File: src/rtl/seg7_scan_decoder_if.sv
// Scanned 7-segment bus plus the decoded-frame view, shared by the display scanner and the decoder.
// Latency/backpressure: none here; this file only bundles signals (no flow control, the scan is free-running).
// Ports: segments/anodes/err_clr come from the scanner side; digits/blank_mask/frame_valid/err_multi/err_code/stalled come from the decoder side.
interface seg7_scan_decoder_if #(
  parameter int NUM_DIGITS = 8
);
  logic [6:0]              segments;
  logic [NUM_DIGITS-1:0]   anodes;
  logic                    err_clr;
  logic [4*NUM_DIGITS-1:0] digits;
  logic [NUM_DIGITS-1:0]   blank_mask;
  logic                    frame_valid;
  logic                    err_multi;
  logic                    err_code;
  logic                    stalled;

  // Scanner side: drives the display bus, observes the decoded result.
  modport master (
    output segments, anodes, err_clr,
    input  digits, blank_mask, frame_valid, err_multi, err_code, stalled
  );

  // Decoder side: watches the display bus, publishes the decoded result.
  modport slave (
    input  segments, anodes, err_clr,
    output digits, blank_mask, frame_valid, err_multi, err_code, stalled
  );
endinterface

File: src/rtl/seg7_scan_decoder.sv
// Rebuilds packed BCD digits from a multiplexed active-low 7-segment scan (loopback self-check / bench monitor).
// Latency: 1 input register stage; a digit is captured after STABLE_CYCLES identical one-hot samples, frame_valid the cycle after the last capture.
// Backpressure: none; pure observer of a free-running scan, results overwrite each frame.
// Ports: clk, reset (sync, active-high), bus (slave modport: segments, anodes, err_clr in; digits, blank_mask, frame_valid, err_multi, err_code, stalled out).
// Optional stall detector under macro SEG7_SCAN_TIMEOUT_EN (stalled tied 0 when undefined).
module seg7_scan_decoder #(
  parameter int NUM_DIGITS     = 8,
  parameter int STABLE_CYCLES  = 4,
  parameter int TIMEOUT_CYCLES = 1000000
) (
  input  logic               clk,
  input  logic               reset,
  seg7_scan_decoder_if.slave bus
);

  localparam int CW = $clog2(STABLE_CYCLES + 1);
  localparam int IW = (NUM_DIGITS > 1) ? $clog2(NUM_DIGITS) : 1;

  // Returns {bcd[3:0], blank, bad} for an active-high g..a pattern.
  function automatic logic [5:0] decode(input logic [6:0] p);
    case (p)
      7'h3F:   decode = {4'h0, 2'b00};
      7'h06:   decode = {4'h1, 2'b00};
      7'h5B:   decode = {4'h2, 2'b00};
      7'h4F:   decode = {4'h3, 2'b00};
      7'h66:   decode = {4'h4, 2'b00};
      7'h6D:   decode = {4'h5, 2'b00};
      7'h7D:   decode = {4'h6, 2'b00};
      7'h07:   decode = {4'h7, 2'b00};
      7'h7F:   decode = {4'h8, 2'b00};
      7'h6F:   decode = {4'h9, 2'b00};
      7'h00:   decode = {4'hF, 2'b10};
      default: decode = {4'hE, 2'b01};
    endcase
  endfunction

  logic [NUM_DIGITS-1:0]   a_q, a_prev;
  logic [6:0]              s_q;
  logic [CW-1:0]           cnt, cnt_nxt;
  logic                    done, done_nxt;
  logic [NUM_DIGITS-1:0]   seen, seen_nxt;
  logic [4*NUM_DIGITS-1:0] shadow, shadow_nxt;
  logic [NUM_DIGITS-1:0]   shadow_blank, blank_nxt;
  logic [4*NUM_DIGITS-1:0] digits_r;
  logic [NUM_DIGITS-1:0]   blank_r;
  logic                    frame_valid_r, err_multi_r, err_code_r;

  logic [NUM_DIGITS-1:0]   act;
  logic                    none, multi, one, capture, full, tmo_hit;
  logic [IW-1:0]           idx;
  logic [5:0]              dec;

  assign act   = ~a_q;
  assign none  = (act == '0);
  // Clearing the lowest set bit leaves something only if two or more anodes are on.
  assign multi = |(act & (act - NUM_DIGITS'(1)));
  assign one   = !none && !multi;
  assign dec   = decode(~s_q);

  always_comb begin
    idx = '0;
    for (int i = 0; i < NUM_DIGITS; i++) begin
      if (act[i]) idx = IW'(i);
    end
  end

  // Dwell tracking: the counter saturates so one long dwell yields one capture.
  always_comb begin
    cnt_nxt  = cnt;
    done_nxt = done;
    capture  = 1'b0;
    if (!one) begin
      cnt_nxt  = '0;
      done_nxt = 1'b0;
    end else if (a_q == a_prev) begin
      if (cnt != CW'(STABLE_CYCLES)) cnt_nxt = cnt + CW'(1);
    end else begin
      cnt_nxt  = CW'(1);
      done_nxt = 1'b0;
    end
    if (one && (cnt_nxt == CW'(STABLE_CYCLES)) && !done_nxt) begin
      capture  = 1'b1;
      done_nxt = 1'b1;
    end
  end

  always_comb begin
    shadow_nxt = shadow;
    blank_nxt  = shadow_blank;
    seen_nxt   = seen;
    if (capture) begin
      shadow_nxt[4*idx +: 4] = dec[5:2];
      blank_nxt[idx]         = dec[1];
      seen_nxt               = seen | act;
    end
  end

  assign full = capture && (seen_nxt == '1);

`ifdef SEG7_SCAN_TIMEOUT_EN
  localparam int TW = $clog2(TIMEOUT_CYCLES + 1);
  logic [TW-1:0] tmo_cnt;
  logic          stalled_r;

  // Fires on the increment that reaches the limit; the counter then holds there.
  assign tmo_hit = !capture && (tmo_cnt == TW'(TIMEOUT_CYCLES - 1));

  always_ff @(posedge clk) begin
    if (reset) begin
      tmo_cnt   <= '0;
      stalled_r <= 1'b0;
    end else if (capture) begin
      tmo_cnt   <= '0;
      stalled_r <= 1'b0;
    end else if (tmo_cnt != TW'(TIMEOUT_CYCLES)) begin
      tmo_cnt <= tmo_cnt + TW'(1);
      if (tmo_hit) stalled_r <= 1'b1;
    end
  end

  assign bus.stalled = stalled_r;
`else
  assign tmo_hit     = 1'b0;
  assign bus.stalled = 1'b0;
`endif

  always_ff @(posedge clk) begin
    if (reset) begin
      a_q           <= '1;
      a_prev        <= '1;
      s_q           <= 7'h7F;
      cnt           <= '0;
      done          <= 1'b0;
      seen          <= '0;
      shadow        <= '1;
      shadow_blank  <= '1;
      digits_r      <= '1;
      blank_r       <= '1;
      frame_valid_r <= 1'b0;
      err_multi_r   <= 1'b0;
      err_code_r    <= 1'b0;
    end else begin
      a_q          <= bus.anodes;
      s_q          <= bus.segments;
      a_prev       <= a_q;
      cnt          <= cnt_nxt;
      done         <= done_nxt;
      shadow       <= shadow_nxt;
      shadow_blank <= blank_nxt;
      // A completed frame or a scan stall both start a fresh frame.
      seen          <= (full || tmo_hit) ? '0 : seen_nxt;
      frame_valid_r <= full;
      if (full) begin
        digits_r <= shadow_nxt;
        blank_r  <= blank_nxt;
      end
      // A new error in the same cycle as err_clr keeps the flag set.
      if (multi)              err_multi_r <= 1'b1;
      else if (bus.err_clr)   err_multi_r <= 1'b0;
      if (capture && dec[0])  err_code_r  <= 1'b1;
      else if (bus.err_clr)   err_code_r  <= 1'b0;
    end
  end

  assign bus.digits      = digits_r;
  assign bus.blank_mask  = blank_r;
  assign bus.frame_valid = frame_valid_r;
  assign bus.err_multi   = err_multi_r;
  assign bus.err_code    = err_code_r;

endmodule

File: src/flat_wrapper.sv
// flat-port wrapper written by rule: the top's interface ports become plain ports
module seg7_scan_decoder_flat 
#(
  parameter int NUM_DIGITS     = 8,
  parameter int STABLE_CYCLES  = 4,
  parameter int TIMEOUT_CYCLES = 1000000
)
  (clk, reset, bus_segments, bus_anodes, bus_err_clr, bus_digits, bus_blank_mask, bus_frame_valid, bus_err_multi, bus_err_code, bus_stalled);
  seg7_scan_decoder_if #(.NUM_DIGITS(NUM_DIGITS)) bus_i ();
  input  logic clk;
  input  logic reset;
  input wire logic [$bits(bus_i.segments)-1:0] bus_segments;
  input wire logic [$bits(bus_i.anodes)-1:0] bus_anodes;
  input wire logic [$bits(bus_i.err_clr)-1:0] bus_err_clr;
  output wire logic [$bits(bus_i.digits)-1:0] bus_digits;
  output wire logic [$bits(bus_i.blank_mask)-1:0] bus_blank_mask;
  output wire logic [$bits(bus_i.frame_valid)-1:0] bus_frame_valid;
  output wire logic [$bits(bus_i.err_multi)-1:0] bus_err_multi;
  output wire logic [$bits(bus_i.err_code)-1:0] bus_err_code;
  output wire logic [$bits(bus_i.stalled)-1:0] bus_stalled;
  assign bus_i.segments = bus_segments;
  assign bus_i.anodes = bus_anodes;
  assign bus_i.err_clr = bus_err_clr;
  assign bus_digits = bus_i.digits;
  assign bus_blank_mask = bus_i.blank_mask;
  assign bus_frame_valid = bus_i.frame_valid;
  assign bus_err_multi = bus_i.err_multi;
  assign bus_err_code = bus_i.err_code;
  assign bus_stalled = bus_i.stalled;
  seg7_scan_decoder #(.NUM_DIGITS(NUM_DIGITS), .STABLE_CYCLES(STABLE_CYCLES), .TIMEOUT_CYCLES(TIMEOUT_CYCLES)) u_core (.clk(clk), .reset(reset), .bus(bus_i));
endmodule
File: config.mk
export PLATFORM = sky130hd
export DESIGN_NAME = seg7_scan_decoder_flat
export DESIGN_NICKNAME = d
export VERILOG_FILES = /design/src/rtl/seg7_scan_decoder_if.sv /design/src/rtl/seg7_scan_decoder.sv /design/src/flat_wrapper.sv
export SDC_FILE = /design/constraint.sdc
export NUM_CORES = 1
export LEC_CHECK = 0
export BUFFER_PORTS_ARGS = -buffer_cell sky130_fd_sc_hd__buf_2
export CELL_PAD_IN_SITES_DETAIL_PLACEMENT = 1
export CELL_PAD_IN_SITES_GLOBAL_PLACEMENT = 1
export CORE_UTILIZATION = 40
export CTS_CLUSTER_DIAMETER = 200
export DETAILED_ROUTE_END_ITERATION = 10
export GPL_ROUTABILITY_DRIVEN = 0
export PLACE_DENSITY_LB_ADDON = 0.3
export SLEW_MARGIN = 20
export SYNTH_ARGS = -nofsm -noshare
export SYNTH_HDL_FRONTEND = slang
export SYNTH_SLANG_ARGS = --single-unit
export TNS_END_PERCENT = 50
File: constraint.sdc
create_clock -name clk -period 3.15 [get_ports clk]
set_input_delay 0.63 -clock clk [delete_from_list [all_inputs] [get_ports clk]]
set_output_delay 0.63 -clock clk [all_outputs]
set_load 0.005 [all_outputs]
# Yosys cells after proc, flatten, opt, wreduce, memory -nomap -nowiden
# Index checks and enable logic that the tools add are counted.
dict set report totals {
  reg_bits 118
  input_bits 18
  out_inout_bits 44
  elab_cells 78
}
dict set report classes {
  addsub 3
  n_lt_le_gt_ge 2
  eq_ne 14
  n_shift 2
  n_mux 25
  n_bitwise 4
  n_reduce_logical 15
}
# cell n
set ops {}
lappend ops {{$pmux 6 s11} 1}
lappend ops {{$eq 7x7->1 const B} 7}
lappend ops {{$neg 5->34} 1}
lappend ops {{$shift 4x34->32 const A} 1}
lappend ops {{$shiftx 4x34->32} 1}
lappend ops {{$bwmux 32} 1}
lappend ops {{$mux 32} 1}
lappend ops {{$mux 3} 7}
lappend ops {{$mux 8} 2}
lappend ops {{$eq 7x3->1 const B} 2}
lappend ops {{$mux 1} 9}
lappend ops {{$and 8x8->8} 1}
lappend ops {{$bwmux 8} 1}
lappend ops {{$eq 8x8->1} 1}
lappend ops {{$eq 8x8->1 const B} 1}
lappend ops {{$logic_not 8->1} 1}
lappend ops {{$not 8->8} 1}
lappend ops {{$or 8x8->8} 1}
lappend ops {{$reduce_or 8->1} 1}
lappend ops {{$sub 8x1->8 const B} 1}
lappend ops {{$eq 7x6->1 const B} 1}
lappend ops {{$logic_not 7->1} 1}
lappend ops {{$not 7->7} 1}
lappend ops {{$logic_and 1x1->1} 6}
lappend ops {{10 further kinds} 14}

# Longest topological paths before layout
dict set report depth {
  ltp_word 15
  mapped_depth 14
}

# Least setup slack after synthesis
# Ideal clock, no wire load.
dict set report synth_path {
  path_type {register -> register}
  start {register u_core.a_q[6]}
  end {register u_core.digits_r[18] (netlist: u_core.bus.digits[18])}
  setup_time_ns 0.131
  arrival_ns 3.054
  t_required_ns 3.019
  slack_ns -0.034
  path_stages_with_launch 14
  n_path_buf 2
  period_less_slack_ns 3.184
  path_cell_list {dfxtp_1 -> clkbuf_1 -> inv_1 -> a211oi_1 -> nor2_1 -> ha_1 -> ha_1 -> clkbuf_1 -> nor2b_1 -> o211ai_1 -> or4_1 -> a2111oi_4 -> mux2i_1 -> o21ai_0}
}
dict set report synth_between {
  elab_chain_cells 14
  word_cells_on_any_way 29
}
# item line
set synth_lines {}
lappend synth_lines {{start: declaration} seg7_scan_decoder.sv:37} ;# logic [NUM_DIGITS-1:0] a_q, a_prev;
lappend synth_lines {{start signal: assignment} seg7_scan_decoder.sv:143} ;# a_q <= bus.anodes;
lappend synth_lines {{$not 8->8} seg7_scan_decoder.sv:53} ;# assign act = ~a_q;
lappend synth_lines {{$sub 8x1->8} seg7_scan_decoder.sv:56} ;# assign multi = |(act & (act - NUM_DIGITS'(1)));
lappend synth_lines {{$and 8x8->8} seg7_scan_decoder.sv:56}
lappend synth_lines {{$reduce_or 8->1} seg7_scan_decoder.sv:56}
lappend synth_lines {{$logic_not 1->1} seg7_scan_decoder.sv:57} ;# assign one = !none && !multi;
lappend synth_lines {{$logic_and 1x1->1} seg7_scan_decoder.sv:57}
lappend synth_lines {{$mux 3} seg7_scan_decoder.sv:72} ;# if (!one) begin
lappend synth_lines {{$eq 3x3->1} seg7_scan_decoder.sv:81} ;# if (one && (cnt_nxt == CW'(STABLE_CYCLES)) && !done_nxt) begin
lappend synth_lines {{$logic_and 1x1->1 (2 in a row)} seg7_scan_decoder.sv:81}
lappend synth_lines {{$mux 1} seg7_scan_decoder.sv:81}
lappend synth_lines {{$mux 8} seg7_scan_decoder.sv:91} ;# if (capture) begin
lappend synth_lines {{$eq 8x8->1} seg7_scan_decoder.sv:98} ;# assign full = capture && (seen_nxt == '1);
lappend synth_lines {{$logic_and 1x1->1} seg7_scan_decoder.sv:98}
lappend synth_lines {{end signal: assignment} seg7_scan_decoder.sv:154} ;# digits_r <= shadow_nxt;
lappend synth_lines {{end: declaration} seg7_scan_decoder.sv:44} ;# logic [4*NUM_DIGITS-1:0] digits_r;
# Several ways; a longest one is shown, not always the timed one.
# A chain may end at the register's enable or synchronous reset.

# Final worst setup path
dict set report layout_path {
  start {register u_core.a_q[1]}
  end {register u_core.digits_r[18] (netlist: u_core.bus.digits[18])}
}
# Same word-level chain as after synthesis.

==> flow_summary.toml <==
[outcome]
status = "finished clean"

[global_route]
grtUsageTotal_pct = 22.7
grt_pass1_vias = 4378
grt_start_max_net_pins = 49
antenna_found_initial = 0
overflow = 0
grt_pass1_wl_mm = 22.6

[logic_synthesis]
yosys_most_used_dff = "dfxtp_1"
async_reset_ff_share_pct = 0
syn_inst = 532
synth_edf_count = 0
syn_avg_cell_area_sq_um = 9.46
synth_fp_nets = 557
ys_seq_area_share_pct = 46.9
synth-seq-cells = 118
yosys_warnings = 0
synth_cell_type_count = 61
synthesis.area_sq_um = 5030

[finish]
instances_no_fill = 790
nNetsFinal = 634
final_util_pct = 52.1
syn2layout_area_growth_pct = 25.9
fin_area_sq_um = 6330
multi_input_area_sq_um = 2480
final-seq-area_sq_um = 2370
drive_gt1_share_pct = 27.5
antennaDiodeCount = 0
nFillCells = 1391

[placed_design]
placed_area_sq_um = 5590
portBuffers = 60
post-place-cells = 749
dp_hpwl_mm = 9.58

[drt]
dr.pass1.iters = 4
totalWireLength_mm = 13.9
dr_total_vias = 4209
drcViolationCount = 0
drtAntennaViolNets = 0
drt_iter0_markers = 272
routed_via_density = 5.33
wire_per_inst_um = 17.5

[pwr]
power_frac_seq_pct = 39.5
pwr-share-clk_pct = 52.5
leakagePower_nw = 2.35
peakVddDrop_uv = 342
p_total_mw = 3.88
comb_power_share_pct = 8.0
power.switching_mw = 0.915
p_per_area_nw_per_um2 = 612
p_sw_share_pct = 23.6
p_int_mw = 2.96

[cts]
htree_num_levels = 4
clk_pin_slew_ns = 0.05
cts_tree = "built"
clk_path_buf_depth = 2
cts_buffers = 17
cts-root-buf = "clkbuf_16"
clkLatencyLatePin_ns = 0.42
postCtsHoldBufs = 0
cts_sinks = 118

[floorplan]
die_w_um = 114
core_area_sq_um = 12200
pin_count = 62
initial_utilization_pct = 41.4
die_area_sq_um = 13000
num_rows = 40
die_y_um = 114

[timing]
max_freq_mhz = 335
finalHoldViolCount = 0
min_period_ns = 2.98
skew_ns = 0.00769
slew_viol_final = 0
post-route-period-util_pct = 94.7
max_slew_margin_pct = 58.4
setup_viol = 0
worst_pin_slew_ns = 0.623

[setup_path]
reg2reg_from = "u_core.a_q[1]"
crit_path_max_fanout = 4
startpoint_type = "flop"
r2r_end = "u_core.bus.digits[18]"
reg2regPathDepth = 12
crit_type = "reg -> reg"
crit_arrival_ns = 3.27
worstSetupEndpointType = "flop"
worstPathRequired_ns = 3.44
ff2ff_setup_slack_ns = 0.17

[min_path]
holdPathEnd = "u_core.s_q[4]"
hold_path_class = "in -> reg"
min-delay-start = "bus_segments[4]"
hold_path_depth = 2

[job]
drv_cap = 0
==> flip-flops by register name, indices dropped and copies added (netlist names) <==
name and cells:
u_core.a_q 8, u_core.shadow 32, u_core.s_q 7, u_core.a_prev 8, u_core.shadow_blank 8, u_core.bus.frame_valid 1, u_core.cnt 3, u_core.bus.blank_mask 8
u_core.bus.digits 32, u_core.bus.err_code 1, u_core.done 1, u_core.bus.err_multi 1, u_core.seen 8
==> worst max-delay path, stage by stage, from the launching register on <==
cell and delay [ns]:
dfxtp_1 0.31, nand2b_1 0.14, a211oi_2 0.31, nor2_2 0.11
ha_2 0.22, ha_4 0.16, nor2b_1 0.15, o211ai_1 0.13
or4_4 0.45, a2111oi_4 0.35, buf_6 0.19, mux2i_2 0.23
o21ai_0 0.10
==> how the worst max path moves through the flow <==
| stage | from | end | slack, ns | cells after the start |
|---|---|---|---|---|
| finish | u_core.a_q[1] | u_core.bus.digits[18] | 0.17 | 12 |
| global route | u_core.cnt[0] | u_core.bus.digits[1] | -0.02 | 9 |
| CTS | u_core.a_q[6] | u_core.bus.digits[18] | 0.001 | 11 |
| detailed placement | u_core.a_q[2] | u_core.bus.digits[18] | -0.16 | 10 |
| global placement | u_core.a_q[2] | u_core.bus.digits[18] | 0.03 | 10 |
| floorplan | u_core.a_q[4] | u_core.bus.digits[18] | 0.11 | 13 |
==> layer usage <==
layer	routed length, um	track usage (%)	up-vias
met4	273	9.78	0
met3	509	5.35	27
met1	6220	27.4	2076
met2	6860	38.4	70
met5	0	0	-
li1	-	-	2036
==> area by class of cell <==
type | count | area share (%)
well taps | 168 | 3.32
inverters | 19 | 1.13
multi-input cells | 358 | 39.2
clock buffers | 19 | 6.99
flip-flops and latches | 118 | 37.4
clock inverters | 13 | 2.84
repair buffers | 95 | 9.14
==> cell usage in the layout, fill, tap and decap left out, types with 5 or more instances in the layout <==
master	netlist	routed
a2111oi_4	8	8
a21oi_1	17	17
a22oi_1	24	24
buf_2	7	60
buf_4	1	33
clkbuf_16	0	17
dfxtp_1	118	116
ha_1	7	5
inv_1	18	18
mux2i_1	33	30
nand2_1	69	69
nand3_1	6	6
nand4_1	11	11
nor2_1	45	44
nor3_1	6	6
o211ai_1	10	10
o21a_1	8	8
o21ai_0	22	22
o311ai_1	7	7
or2_2	17	17
xor2_1	9	9
==> metrics by stage <==
stage               hold slack (ns)  setup slack [ns]  TNS (ns)
finish                        0.394             0.168         0
global placement              0.445            0.0288         0
global route                  0.386           -0.0190   -0.0282
CTS                           0.381           0.00147         0
detailed placement            0.454            -0.162    -0.945
floorplan                     0.433             0.105         0
==> cell usage after synthesis, drive strengths merged (3+ instances only) <==
cell	instances	share of area, %
dfxtp	118	47
nand2	69	5.1
nor2	46	3.6
mux2i	33	6.6
o21ai	25	2.5
a22oi	24	3.6
clkbuf	24	1.8
inv	18	1.3
a21oi	17	1.7
or2	17	2.1
buf	13	1.7
nand4	11	1.4
o211ai	11	1.9
a2111oi	10	4.7
xor2	9	1.6
o21a	8	1.2
ha	7	1.7
o311ai	7	1.2
nand3	6	0.60
nor3	6	0.60
a211oi	5	0.85
a2bb2oi	4	0.70
o22ai	4	0.50
nand2b	3	0.37
nor3b	3	0.45
nor4	3	0.37
or4	3	0.52
==> power by group through the flow <==
stage | registers (mW) | logic, mW | clock network (mW)
finish | 1.53 | 0.311 | 2.03
global route | 1.53 | 0.339 | 2.14
CTS | 1.53 | 0.298 | 2.06
detailed placement | 1.56 | 0.293 | 0
global placement | 1.56 | 0.281 | 0
floorplan | 1.55 | 0.201 | 0
==> cell families after synthesis <==
group                    count (synthesis)  share of synthesized area (%)
flip-flops                             118                           46.9
other                                    1                         0.0745
buffers and inverters                   56                           4.87
AND/OR/NAND/NOR                        180                           17.2
multiplexers                            33                           6.56
XOR/XNOR                                10                           1.74
AO/OA/AOI/OAI                          127                           20.9
adder cells (fa/ha/maj)                  7                           1.74
==> timing repair <==
action | in CTS | in global routing
endpoints found under the hold margin | 0 | 0
setup buffers | 2 | 7
pin swaps | 2 | 9
setup endpoints to repair | 7 | 37
gates resized for setup | 1 | 14
Note: power is estimated with default switching activity, not from simulation.
